`config.mk`:
```
export PLATFORM = sky130hd
export DESIGN_NAME = reg_hazard_scoreboard
export DESIGN_NICKNAME = d
export VERILOG_FILES = /design/src/rtl/reg_hazard_scoreboard.sv
export SDC_FILE = /design/constraint.sdc
export NUM_CORES = 1
export LEC_CHECK = 0
export CAP_MARGIN = 30
export CORE_MARGIN = 1
export CORE_UTILIZATION = 37
export CTS_BUF_LIST = sky130_fd_sc_hd__clkbuf_8 sky130_fd_sc_hd__clkbuf_16
export CTS_CLUSTER_DIAMETER = 60
export DETAILED_ROUTE_END_ITERATION = 6
export PLACE_DENSITY = 0.55
export REMOVE_ABC_BUFFERS = 1
export SETUP_SLACK_MARGIN = 0.15
export SLEW_MARGIN = 20
export SYNTH_ARGS = -nofsm -noshare
export SYNTH_HDL_FRONTEND = slang
export SYNTH_SLANG_ARGS = --single-unit
```
`constraint.sdc`:
```
create_clock -name clk -period 5.7 [get_ports clk]
set_clock_uncertainty 0.2 [all_clocks]
set_input_delay 1.14 -clock clk [delete_from_list [all_inputs] [get_ports clk]]
set_output_delay 1.14 -clock clk [all_outputs]
set_load 0.005 [all_outputs]
```
`src/rtl/reg_hazard_scoreboard.sv`:
```
// reg_hazard_scoreboard: per-register in-flight write tracking,
// decode issue/stall decision, stall watchdog and stall counter.
module reg_hazard_scoreboard #(
  parameter int NUM_REGS   = 32,
  parameter int RADDR_W    = 5,
  parameter int WB_LATENCY = 3,
  parameter int MAX_STALL  = 15
) (
  input  logic               clk,
  input  logic               rst,
  input  logic               issue_valid,
  input  logic [RADDR_W-1:0] issue_rs,
  input  logic [RADDR_W-1:0] issue_rt,
  input  logic               issue_uses_rs,
  input  logic               issue_uses_rt,
  input  logic               issue_writes,
  input  logic [RADDR_W-1:0] issue_rd,
  input  logic               flush,
  output logic               pending_rs,
  output logic               pending_rt,
  output logic               stall,
  output logic               issue_accept,
  output logic               stall_timeout,
  output logic [15:0]        stall_total
);

  localparam int CW = $clog2(WB_LATENCY + 1);
  localparam logic [CW-1:0] LOAD = CW'(WB_LATENCY);
  localparam logic [CW-1:0] ONE  = CW'(1);
  localparam logic [7:0]    MAXS = 8'(MAX_STALL);

  logic [CW-1:0] cnt_q [NUM_REGS];
  logic [CW-1:0] cnt_d [NUM_REGS];

  logic [7:0]  consec_q, consec_d;
  logic        timeout_q, timeout_d;
  logic [15:0] total_q, total_d;

  logic hazard;
  logic load;

  // Hazard check uses the counters before this edge's load,
  // so an instruction reading its own destination never self-stalls.
  assign pending_rs = issue_uses_rs && (issue_rs != '0)
                      && (cnt_q[issue_rs] != '0);
  assign pending_rt = issue_uses_rt && (issue_rt != '0)
                      && (cnt_q[issue_rt] != '0);

  assign hazard       = pending_rs || pending_rt;
  assign stall        = issue_valid && hazard && !flush;
  assign issue_accept = issue_valid && !hazard && !flush;

  assign load = issue_accept && issue_writes && (issue_rd != '0);

  // Next counters: age every entry, then new write load, then flush.
  always_comb begin
    for (int r = 0; r < NUM_REGS; r++) begin
      cnt_d[r] = (cnt_q[r] != '0) ? cnt_q[r] - ONE : '0;
    end
    if (load) begin
      cnt_d[issue_rd] = LOAD;
    end
    if (flush) begin
      for (int r = 0; r < NUM_REGS; r++) begin
        cnt_d[r] = '0;
      end
    end
    cnt_d[0] = '0;
  end

  // Counter state.
  always_ff @(posedge clk or posedge rst) begin
    if (rst) begin
      for (int r = 0; r < NUM_REGS; r++) begin
        cnt_q[r] <= '0;
      end
    end else begin
      cnt_q <= cnt_d;
    end
  end

  // Watchdog and performance counter next state.
  always_comb begin
    consec_d  = '0;
    timeout_d = timeout_q;
    total_d   = total_q;
    if (stall) begin
      consec_d = (consec_q >= MAXS) ? MAXS : consec_q + 8'd1;
      if (total_q != 16'hFFFF) begin
        total_d = total_q + 16'd1;
      end
    end
    if (consec_d == MAXS) begin
      timeout_d = 1'b1;
    end
  end

  // Watchdog and performance counter state.
  always_ff @(posedge clk or posedge rst) begin
    if (rst) begin
      consec_q  <= '0;
      timeout_q <= 1'b0;
      total_q   <= '0;
    end else begin
      consec_q  <= consec_d;
      timeout_q <= timeout_d;
      total_q   <= total_d;
    end
  end

  assign stall_timeout = timeout_q;
  assign stall_total   = total_q;

endmodule

```
* Word-level counts from Yosys, hierarchy flattened
Index checks and enable logic that the tools add are counted.
Storage, ports and cells: register bits after elaboration 87, input port bits 22, output and inout bits 21, logic and storage cells 172
Cells by class: add/sub/neg operators 33, order comparisons 5, equality and inequality tests 2, multiplexer cells 43, bitwise logic cells 4, reduce and logical (&&, ||, !) cells 51
Operator list (count):
- $mux W62 | 2
- $mux W2 | 36
- $reduce_bool A2 Y1 | 33
- $or A62 B62 Y62 | 1
- $sub A2 B1 Y2 const B | 31
- $bmux W2 S5 | 2
- $ge A6 B6 Y1 const B | 3
- $not A5 Y6 | 3
- $add A16 B1 Y16 const B | 1
- $mux W8 | 2
- $ne A16 B16 Y1 const B | 1
- $reduce_bool A5 Y1 | 3
- $logic_and A1 B1 Y1 | 11
- $demux W2 S5 | 1
- $add A8 B1 Y8 const B | 1
- $eq A8 B4 Y1 const B | 1
- $ge A8 B4 Y1 const B | 1
- $lt A6 B1 Y1 const B | 1
- $logic_not A1 Y1 | 2
- $reduce_and A2 Y1 | 1
- $logic_or A1 B1 Y1 | 1

* Logic depth before layout (Yosys ltp)
Gate-level depths: netlist (run 1).
word-level depth 14, mapped depth 11, depth with buffers taken out 8

* Worst setup path after synthesis (run 1)
OpenSTA, ideal clock, no wires.
path kind input to output, start input issue_rt[2], end output stall, arrival 2.740 ns, required time 4.360 ns, path slack 1.620 ns, stages 8, buffers on the path 2, cell sequence buf_4 > inv_2 > mux4_2 > o211a_1 > o31ai_4 > o21bai_2 > buf_2 > inv_1
On the way: word-level cells in the longest chain between the ends 9, elaborated cells between the ends (all ways) 11, those cells by class mux (3); bitwise (1); reduce/logical (7)
RTL lines:
- start, declared | line 13 | input logic [RADDR_W-1:0] issue_rt,
- $not A5 Y6 (implied by the code) | line 47 | && (cnt_q[issue_rt] != '0);
- $bmux W2 S5 | line 47
- $mux W2 (implied by the code) (2 in series) | line 47
- $reduce_bool A2 Y1 | line 47
- $logic_and A1 B1 Y1 * | line 47
- named net pending_rt | line 20 | output logic pending_rt,
- $logic_or A1 B1 Y1 * | line 49 | assign hazard = pending_rs || pending_rt;
- $logic_and A1 B1 Y1 * (2 in series) | line 50 | assign stall = issue_valid && hazard && !flush;
- end, declared | line 21 | output logic stall,
Mark *: on every way through the listed nets, which the timed path passes. The rest lies on a longest branch. The select of a mux whose other input is x is not followed.

* Worst setup path in the final report (run 1)
start input issue_rt[1], end output stall
On the way: word-level cells in the longest chain between the ends 9, elaborated cells between the ends (all ways) 11, those cells by class mux (3); bitwise (1); reduce/logical (7)
RTL lines (line):
- $not A5 Y6 (implied by the code) | 47
- $bmux W2 S5 | 47
- $mux W2 (implied by the code) (2 in series) | 47
- $reduce_bool A2 Y1 | 47
- $logic_and A1 B1 Y1 * | 47
- $logic_or A1 B1 Y1 * | 49
- $logic_and A1 B1 Y1 * (2 in series) | 50
Mark *: on every way between the ends. The rest lies on a longest branch, timed or not. The select of a mux whose other input is x is not followed.

==> flow_summary.toml, run 1 <==
[sta]
rsz0062_at_grt = "no"
worst_pin_slew_ns = 0.8021
fmax_mhz = 197.3
fin_crit_sh_pct = 88.91
relSlewSlack_pct = 46.53
holdWs_ns = 0.2755
finalCriticalPeriod_ns = 5.068
setup_viol = 0
hold_violations = 0
maxSlewViolCount = 0
timing.setup.tns_ns = 0

[layout]
syn_to_final_growth_pct = 17.77
final_cells = 620
nets = 496
drive_above_1_share_pct = 10.90
layout_common_cells = "87 x dfrtp_1, 42 x clkdlybuf4s50_1, 38 x inv_1"
diodes = 0
layout_commonest_cell = "dfrtp_1"

[logic_synthesis]
ys_ff_latch = 87
synth-main-ff-cell = "dfrtp_1"
async_flop_share_pct = 100.0
syn_area_per_cell_um2 = 10.22
ys.warnings.count = 0
yosysUniqueCellTypes = 59
synth-edff-count = 0
synth-xor-area-share_pct = 3.340
synthSimpleGateAreaFrac_pct = 20.83
synth_compound_area_share_pct = 18.41
synth_top_family_by_area = "simple AND/OR/NAND/NOR gates"
muxShareOfSynthArea_pct = 1.516
syn_inst = 436
syn_area_um2 = 4458
ys_seq_area_share_pct = 48.84
synthAdderAreaFrac_pct = 0.5613

[critical_path]
crit_required_ns = 4.36
cp_max_fo = 20
crit_path_end = "stall"
crit_slowest_cell = "clkdlybuf4s50_1"
startpoint_type = "input pin"
worstReg2RegEnd = "cnt_q[60]$_DFF_PP0_"
crit_path_frequent_cell = "clkdlybuf4s50_1"
rrSetupSlack_ns = 2.78
reg2reg_depth = 9
path_cells = "clkdlybuf4s50_1 > o21ai_0 > a221oi_1 > o311a_1 > o211ai_2 > o31ai_4 > o21bai_2 > inv_1 > clkdlybuf4s50_1"
max_stage_delay_ns = 0.93
rr_startpoint = "cnt_q[40]$_DFF_PP0_"
arrival_ns = 3.73
path_class = "input pin to output port"
cp-end-kind = "output port"
crit_start = "issue_rt[1]"

[cts]
cts_tree = "built"
insertion_delay_ns = 0.34
cts_buffers = 9
htreeDepth = 3
cts_buffer_depth = 2
cts_resized = 0
holdBufCountCts = 0
cts-root-buf = "clkbuf_16"
cts.clk_slew.worst_paths_ns = 0.06
cts_sinks = 87
cts_setup_buffers = 0

[detailed_routing]
drt-pass1-iter-count = 6
drt-total-wl_mm = 10.70
routedWlPerCell_um = 17.25
routed_via_density = 5.558
drc = 5
initialDrtViolationCount = 193
vias = 3446
ant_nets = 0

[min_path]
hold_class = "register to register"

[flow_run]
maxCapViolCount = 0

[global_route]
grt_max_degree = 48
grt_pass1_wl_mm = 17.94
grt-ovfl-total = 0
grt_pass1_vias = 3390
track_usage_pct = 18.34
antenna_found_initial = 0

[status]
status = "finished with violations"
violations = "design-rule violations"

[power]
total_power_w = 0.001374
vdd.ir_drop.worst_uv = 119.0
power_density_nw_per_um2 = 261.8
p_leak_nw = 2.097

[placement]
dp_hpwl_mm = 7.493
numPortBuffers = 42
place_inst = 603
gp_congestion = 0.8389

[floorplanning]
io_pins = 43
core_area_um2 = 11560
die-area_um2 = 12490
row_count = 39
dieHeight_um = 111.8
die_w_um = 111.8
initial_core_util_pct = 38.55
==> final cells by class <==
class                   count  area [µm²]
clock buffers               9       225.2
well taps                 143       178.9
inverters                  40       151.4
flip-flops and latches     87        2177
repair buffers             48       465.4
multi-input cells         286        2011
fillers                  1099        6315
clock inverters             7       41.29
==> worst min path at each step <==
stage / from / endpoint / slack, ns / cells past startpoint
2_1_floorplan: cnt_q[12]$_DFF_PP0_ / cnt_q[12]$_DFF_PP0_ / 0.25 / 1
4_1_cts: stall_timeout$_DFFE_PP0N_ / stall_timeout$_DFFE_PP0N_ / 0.28 / 1
3_5_place_dp: stall_timeout$_DFFE_PP0N_ / stall_timeout$_DFFE_PP0N_ / 0.26 / 1
3_3_place_gp: stall_timeout$_DFFE_PP0N_ / stall_timeout$_DFFE_PP0N_ / 0.25 / 1
5_1_grt: cnt_q[40]$_DFF_PP0_ / cnt_q[40]$_DFF_PP0_ / 0.28 / 1
6_report: cnt_q[40]$_DFF_PP0_ / cnt_q[40]$_DFF_PP0_ / 0.28 / 1
==> state kept, by name, summed over array words and instances, names as in the netlist <==
register,count
cnt_q,62
stall_total,16
consec_q,8
stall_timeout,1
==> per-layer routing <==
layer	part of all wire [%]	track usage, %	wire, µm
met5	0	0	0
met4	1.9	8.198	200
met3	3.4	2.341	362
met2	45	27.78	4851
met1	49	26.21	5283
==> where the power goes <==
| part | internal [W] | switching, W | total (W) |
|---|---|---|---|
| clock | 0.000291 | 0.000236 | 0.000526 |
| combinational | 0.0000900 | 0.0000882 | 0.000178 |
| sequential | 0.000641 | 0.0000286 | 0.000670 |
| total | 0.00102 | 0.000352 | 0.00137 |
==> cell usage after synthesis (2+ instances only) <==
cell / count / share of area [%]
o21ai_0: 4 / 0.45
nand4b_4: 2 / 1.1
nand2_1: 9 / 0.76
mux4_2: 2 / 1.0
or2_2: 2 / 0.28
a2111oi_0: 4 / 0.79
a211oi_1: 10 / 1.7
nand3_1: 11 / 1.2
or4_1: 3 / 0.51
nor3b_1: 4 / 0.67
buf_1: 2 / 0.17
a31oi_1: 2 / 0.28
ha_1: 2 / 0.56
o21ai_1: 17 / 1.9
o22ai_1: 34 / 4.8
nand3b_1: 17 / 2.9
inv_2: 2 / 0.17
a2111o_1: 3 / 0.76
nor4_2: 5 / 1.4
buf_2: 7 / 0.79
a21oi_1: 14 / 1.6
buf_6: 2 / 0.51
or3b_2: 2 / 0.39
xor2_1: 15 / 2.9
xnor2_1: 2 / 0.39
o32ai_1: 14 / 2.8
nor2_1: 29 / 2.4
and3_1: 2 / 0.28
mux2_2: 2 / 0.51
dfrtp_1: 87 / 49
nor3_1: 28 / 3.1
inv_1: 38 / 3.2
a221oi_1: 2 / 0.39
nand2b_1: 18 / 2.5
nor4b_2: 2 / 0.67
clkbuf_1: 11 / 0.93
buf_4: 4 / 0.67
==> critical path, delay by kind of cell <==
family	cells	cell delay (ns)
buf+inv	3	1.47
compound gates	6	1.10
==> stage by stage <==
stage | utilization, % | worst slack (ns) | area, µm²
floorplan | - | 1.621 | 4333
global route | 45.40 | 0.4407 | 5250
detailed placement | 43.03 | 0.6320 | 4976
global placement | 43.03 | 0.6481 | 4976
finish | 45.40 | 0.6320 | 5250
CTS | 45.33 | 0.6358 | 5243
==> kinds of logic after synthesis <==
logic type                 after synthesis
DFF                                     87
xor gates and xnor gates                17
buffers and inverters                   66
and+or+nand+nor                        143
adders and majority gates                2
AOI/OAI and AO/OA                      116
muxes                                    4
other                                    1
Power figures use the tool's default switching activity.
==> run 2: changes to the inputs <==
--- a/config.mk
+++ b/config.mk
@@ -6,6 +6,7 @@
 export NUM_CORES = 1
 export LEC_CHECK = 0
 export CAP_MARGIN = 30
+export CORE_ASPECT_RATIO = 0.5
 export CORE_MARGIN = 1
 export CORE_UTILIZATION = 37
 export CTS_BUF_LIST = sky130_fd_sc_hd__clkbuf_8 sky130_fd_sc_hd__clkbuf_16
==> run 2 against run 1 <==
  * The run now ends clean
  * Die area is 0.22% higher
  * Register-to-register slack hardly changed
  * Hold slack got worse by 0.011 ns
  * Largest cell class unchanged
  * Largest power group unchanged
==> flow_summary.toml, run 2 (synthesis gave the netlist of run 1 again) <==
[floorplanning]
die-area_um2 = 12520
dieHeight_um = 79.62
initial_core_util_pct = 39.27
io_pins = 43
row_count = 27
core_area_um2 = 11350
die_w_um = 157.2

[layout]
layout_commonest_cell = "dfrtp_1"
top_register = "cnt_q"
fin_area_um2 = 5345
largest_register_ffs = 62
diodes = 0
nets = 498
syn_to_final_growth_pct = 19.90
drive_above_1_share_pct = 10.88
layout_common_cells = "87 x dfrtp_1, 42 x clkdlybuf4s50_1, 39 x inv_1"

[sta]
holdWs_ns = 0.2647
fmax_mhz = 193.3
hold_violations = 0
timing.setup.tns_ns = 0
worst_pin_slew_ns = 0.6491
maxSlewViolCount = 0
rsz0062_at_grt = "no"
finalCriticalPeriod_ns = 5.174
setup_viol = 0
relSlewSlack_pct = 56.59
fin_crit_sh_pct = 90.77

[power]
power_density_nw_per_um2 = 275.9
total_power_w = 0.001475
vdd.ir_drop.worst_uv = 133.3
p_leak_nw = 2.140

[min_path]
whs_path_depth = 1
hold_class = "register to register"
min_to = "stall_timeout$_DFFE_PP0N_"
min_from = "stall_timeout$_DFFE_PP0N_"

[critical_path]
rrSetupSlack_ns = 2.79
reg2reg_depth = 9
arrival_ns = 3.83
cp-end-kind = "output port"
rr_startpoint = "cnt_q[40]$_DFF_PP0_"
worstReg2RegEnd = "cnt_q[61]$_DFF_PP0_"
crit_required_ns = 4.36
path_class = "input pin to output port"
startpoint_type = "input pin"
cp_max_fo = 12

[detailed_routing]
routed_via_density = 5.388
routedWlPerCell_um = 17.08
initialDrtViolationCount = 169
vias = 3432
ant_nets = 0
drt-total-wl_mm = 10.88
drc = 0
drt-pass1-iter-count = 4

[cts]
cts_sinks = 87
cts_resized = 0
htreeDepth = 3
cts.clk_slew.worst_paths_ns = 0.06
cts_tree = "built"
cts_buffers = 9
cts_buffer_depth = 2
holdBufCountCts = 0
insertion_delay_ns = 0.34
cts-root-buf = "clkbuf_16"
cts_setup_buffers = 0

[flow_run]
maxCapViolCount = 0

[placement]
placed_area_um2 = 5004
dp_hpwl_mm = 7.419
numPortBuffers = 42
gp_congestion = 0.8372

[global_route]
grt_pass1_vias = 3330
grt_pass1_wl_mm = 18.06
antenna_found_initial = 0
grt-ovfl-total = 0
grt_max_degree = 52
track_usage_pct = 19.19

[status]
status = "finished, final reports clean"
-- run 2: changes by cell type in the layout (fill, tap and decap cells not counted), sizes merged --
cell and change:
clkinv -3, clkinvlp -2, buf +2, inv +1
bufinv +2, clkbuf +1
-- run 2: worst max-delay path, stage by stage --
cell and delay [ns]:
clkdlybuf4s50_1 0.74, nor3_1 0.11, a211oi_1 0.22, a2111oi_0 0.11
or4b_4 0.54, o22ai_4 0.25, o21bai_2 0.15, inv_1 0.08
clkdlybuf4s50_1 0.49
-- run 2: how the worst max path moves through the flow --
stage | start | cells after the start | slack, ns | end
3_3_place_gp | issue_rs[0] | 9 | 0.54 | stall
4_1_cts | issue_rs[0] | 9 | 0.52 | stall
2_1_floorplan | issue_rs[0] | 7 | 1.62 | stall
6_report | issue_rs[0] | 9 | 0.53 | stall
3_5_place_dp | issue_rs[1] | 9 | 0.56 | stall
5_1_grt | issue_rs[1] | 9 | 0.37 | stall
-- run 2: area by class of cell --
class / instances / area, µm²
clock inverters: 5 / 75.07
fillers: 1119 / 6006
multi-input cells: 286 / 2011
clock buffers: 10 / 239.0
flip-flops and latches: 87 / 2177
inverters: 40 / 151.4
well taps: 159 / 198.9
repair buffers: 50 / 493.0
-- run 2: through the flow --
stage	instances	util, %	setup WS (ns)
6_report	637	47.09	0.5261
5_1_grt	637	47.09	0.3707
4_1_cts	635	46.85	0.5176
3_5_place_dp	620	44.08	0.5597
3_3_place_gp	620	44.08	0.5364
2_1_floorplan	413	-	1.621
-- run 2: metal layers --
metal  routed length, µm  track usage, %  up-vias  part of all wire [%]
met5                   0               0        -                     0
met4                 110           5.243        0                   1.0
met3                 368           4.506        8                   3.4
met2                4905           29.03       52                    45
met1                5492           27.35     1699                    50
li1                    -               -     1673                     -
-- run 2: power breakdown --
group          internal, W  switching [W]
logic            0.0000921      0.0000874
registers         0.000641      0.0000276
clock network     0.000390       0.000236
==> run 3: changes to the inputs <==
--- a/config.mk
+++ b/config.mk
@@ -13,7 +13,6 @@
 export CTS_CLUSTER_DIAMETER = 60
 export DETAILED_ROUTE_END_ITERATION = 6
 export PLACE_DENSITY = 0.55
-export REMOVE_ABC_BUFFERS = 1
 export SETUP_SLACK_MARGIN = 0.15
 export SLEW_MARGIN = 20
 export SYNTH_ARGS = -nofsm -noshare
==> run 3 against run 2 <==
  * Utilization up 0.12 points
  * Final cell count grew 0.47%
  * Sequential cell count unchanged
  * Critical path depth unchanged
  * Setup slack better by 0.0055 ns
  * Via count fell by 0.26%
  * First-iteration DRC count grew 20%
  * Global-route usage shrank 0.38 points
  * Fmax increased by 0.11%
  * Combinational power hardly changed
  * Sequential share of layout area down 0.10 points
  * Clock-buffer cell count stayed put
  * Largest power group unchanged
==> flow_summary.toml, run 3 (synthesis gave the netlist of run 1 again) <==
[status]
status = "finished, final reports clean"

[layout]
fin_util_pct = 47.21
drive_above_1_share_pct = 11.85
layout_commonest_cell = "dfrtp_1"
top_register = "cnt_q"
diodes = 0
fillCellCount = 1048
largest_register_ffs = 62
nets = 500
syn_to_final_growth_pct = 20.21
fin_area_um2 = 5359
layout_common_cells = "87 x dfrtp_1, 42 x clkdlybuf4s50_1, 37 x inv_1"

[floorplanning]
core_area_um2 = 11350
dieHeight_um = 79.62
row_count = 27
die_w_um = 157.2
die-area_um2 = 12520
io_pins = 43
initial_core_util_pct = 39.27

[flow_run]
maxCapViolCount = 0

[critical_path]
cpLargestDelayFamily = "buffers and inverters"
rrSetupSlack_ns = 2.78
cp-end-kind = "output port"
path_class = "input pin to output port"
path_buf_inv = 3
crit_slowest_cell = "clkdlybuf4s50_1"
startpoint_type = "input pin"
rr_startpoint = "cnt_q[44]$_DFF_PP0_"
crit_path_frequent_cell = "clkdlybuf4s50_1"
crit_required_ns = 4.36
crit_start = "issue_rs[0]"
path_cells = "clkdlybuf4s50_1 > nor3_1 > a211oi_1 > a2111oi_0 > or4b_4 > o22ai_4 > o21bai_2 > inv_1 > clkdlybuf4s50_1"
arrival_ns = 3.83
max_stage_delay_ns = 0.76
cp_max_fo = 12

[sta]
fmax_mhz = 193.5
fin_crit_sh_pct = 90.67
hold_violations = 0
rsz0062_at_grt = "no"
timing.setup.tns_ns = 0
maxSlewViolCount = 0
worst_pin_slew_ns = 0.5122
finalCriticalPeriod_ns = 5.168
setup_viol = 0
relSlewSlack_pct = 65.75

[power]
switchingPower_w = 0.0003617
p_clk_share_pct = 41.4
combinationalPowerShare_pct = 12.4
power_density_nw_per_um2 = 270.2
seq_power_share_pct = 46.3
internal_power_w = 0.001086
switching_share_pct = 24.98
vdd.ir_drop.worst_uv = 142.8
p_leak_nw = 2.134

[cts]
cts_tree = "built"
holdBufCountCts = 0
cts_buffers = 9
htreeDepth = 3
cts_resized = 0
cts.clk_slew.worst_paths_ns = 0.07
cts_buffer_depth = 2
cts_sinks = 87
cts_setup_buffers = 0
insertion_delay_ns = 0.34
cts-root-buf = "clkbuf_16"

[global_route]
grt_max_degree = 45
antenna_found_initial = 0
grt_pass1_wl_mm = 17.86
grt-ovfl-total = 0
grt_pass1_vias = 3422
track_usage_pct = 18.81

[detailed_routing]
initialDrtViolationCount = 203
drt-pass1-iter-count = 4
vias = 3423
routed_via_density = 5.348
routedWlPerCell_um = 16.54
drt-total-wl_mm = 10.59
ant_nets = 0
drc = 0

[placement]
dp_hpwl_mm = 7.440
gp_congestion = 0.8373
numPortBuffers = 42
placed_area_um2 = 5039

[min_path]
min_from = "stall_timeout$_DFFE_PP0N_"
hold_class = "register to register"
-- run 3: changes by cell type in the layout (fill, tap and decap cells not counted), sizes merged --
cell,before,now
clkinv,1,3
clkinvlp,1,3
inv,41,39
bufinv,2,1
buf,8,10
-- run 3: final timing paths --
| path | end | cells after the start |
|---|---|---|
| max | stall | 9 |
| min | stall_timeout$_DFFE_PP0N_ | 1 |
| max reg2reg | cnt_q[21]$_DFF_PP0_ | 9 |
| min reg2reg | stall_timeout$_DFFE_PP0N_ | 1 |
| max in group asynchronous | cnt_q[5]$_DFF_PP0_ | 4 |
| min in group asynchronous | stall_timeout$_DFFE_PP0N_ | 2 |
-- run 3: through the flow --
| step | total power [W] | std cells | setup slack, ns | hold slack [ns] |
|---|---|---|---|---|
| after floorplan | 0.0007704 | 439 | 1.620 | 0.2470 |
| after global placement | 0.0008596 | 622 | 0.6206 | 0.2514 |
| after detailed placement | 0.0008627 | 623 | 0.5665 | 0.2585 |
| after CTS | 0.001472 | 639 | 0.5638 | 0.2735 |
| after global routing | 0.001515 | 640 | 0.3621 | 0.2926 |
| final | 0.001448 | 640 | 0.5316 | 0.2643 |
-- run 3: cell type report --
type	instances	area, µm²	area share, %
clock buffer	10	239.0	4.459
clock inverter	6	70.07	1.307
inverter	40	151.4	2.825
multi-input combinational	286	2011	37.52
sequential	87	2177	40.63
tap	159	198.9	3.712
timing repair buffer	52	511.7	9.549
-- run 3: power groups by stage --
stage                      logic, W  clock network (W)  registers (W)
after CTS                  0.000182           0.000621       0.000670
after detailed placement   0.000181                  0       0.000682
after floorplan           0.0000937                  0       0.000677
after global routing       0.000198           0.000643       0.000674
after global placement     0.000178                  0       0.000682
final                      0.000179           0.000599       0.000670
-- run 3: routing by layer --
layer  vias up  share of wire (%)  track usage [%]
li1       1683                  -                -
met1      1675                 51            25.51
met2        57                 45            29.51
met3         8                3.1            4.017
met4         0                1.2            7.087
met5         -                  0                0
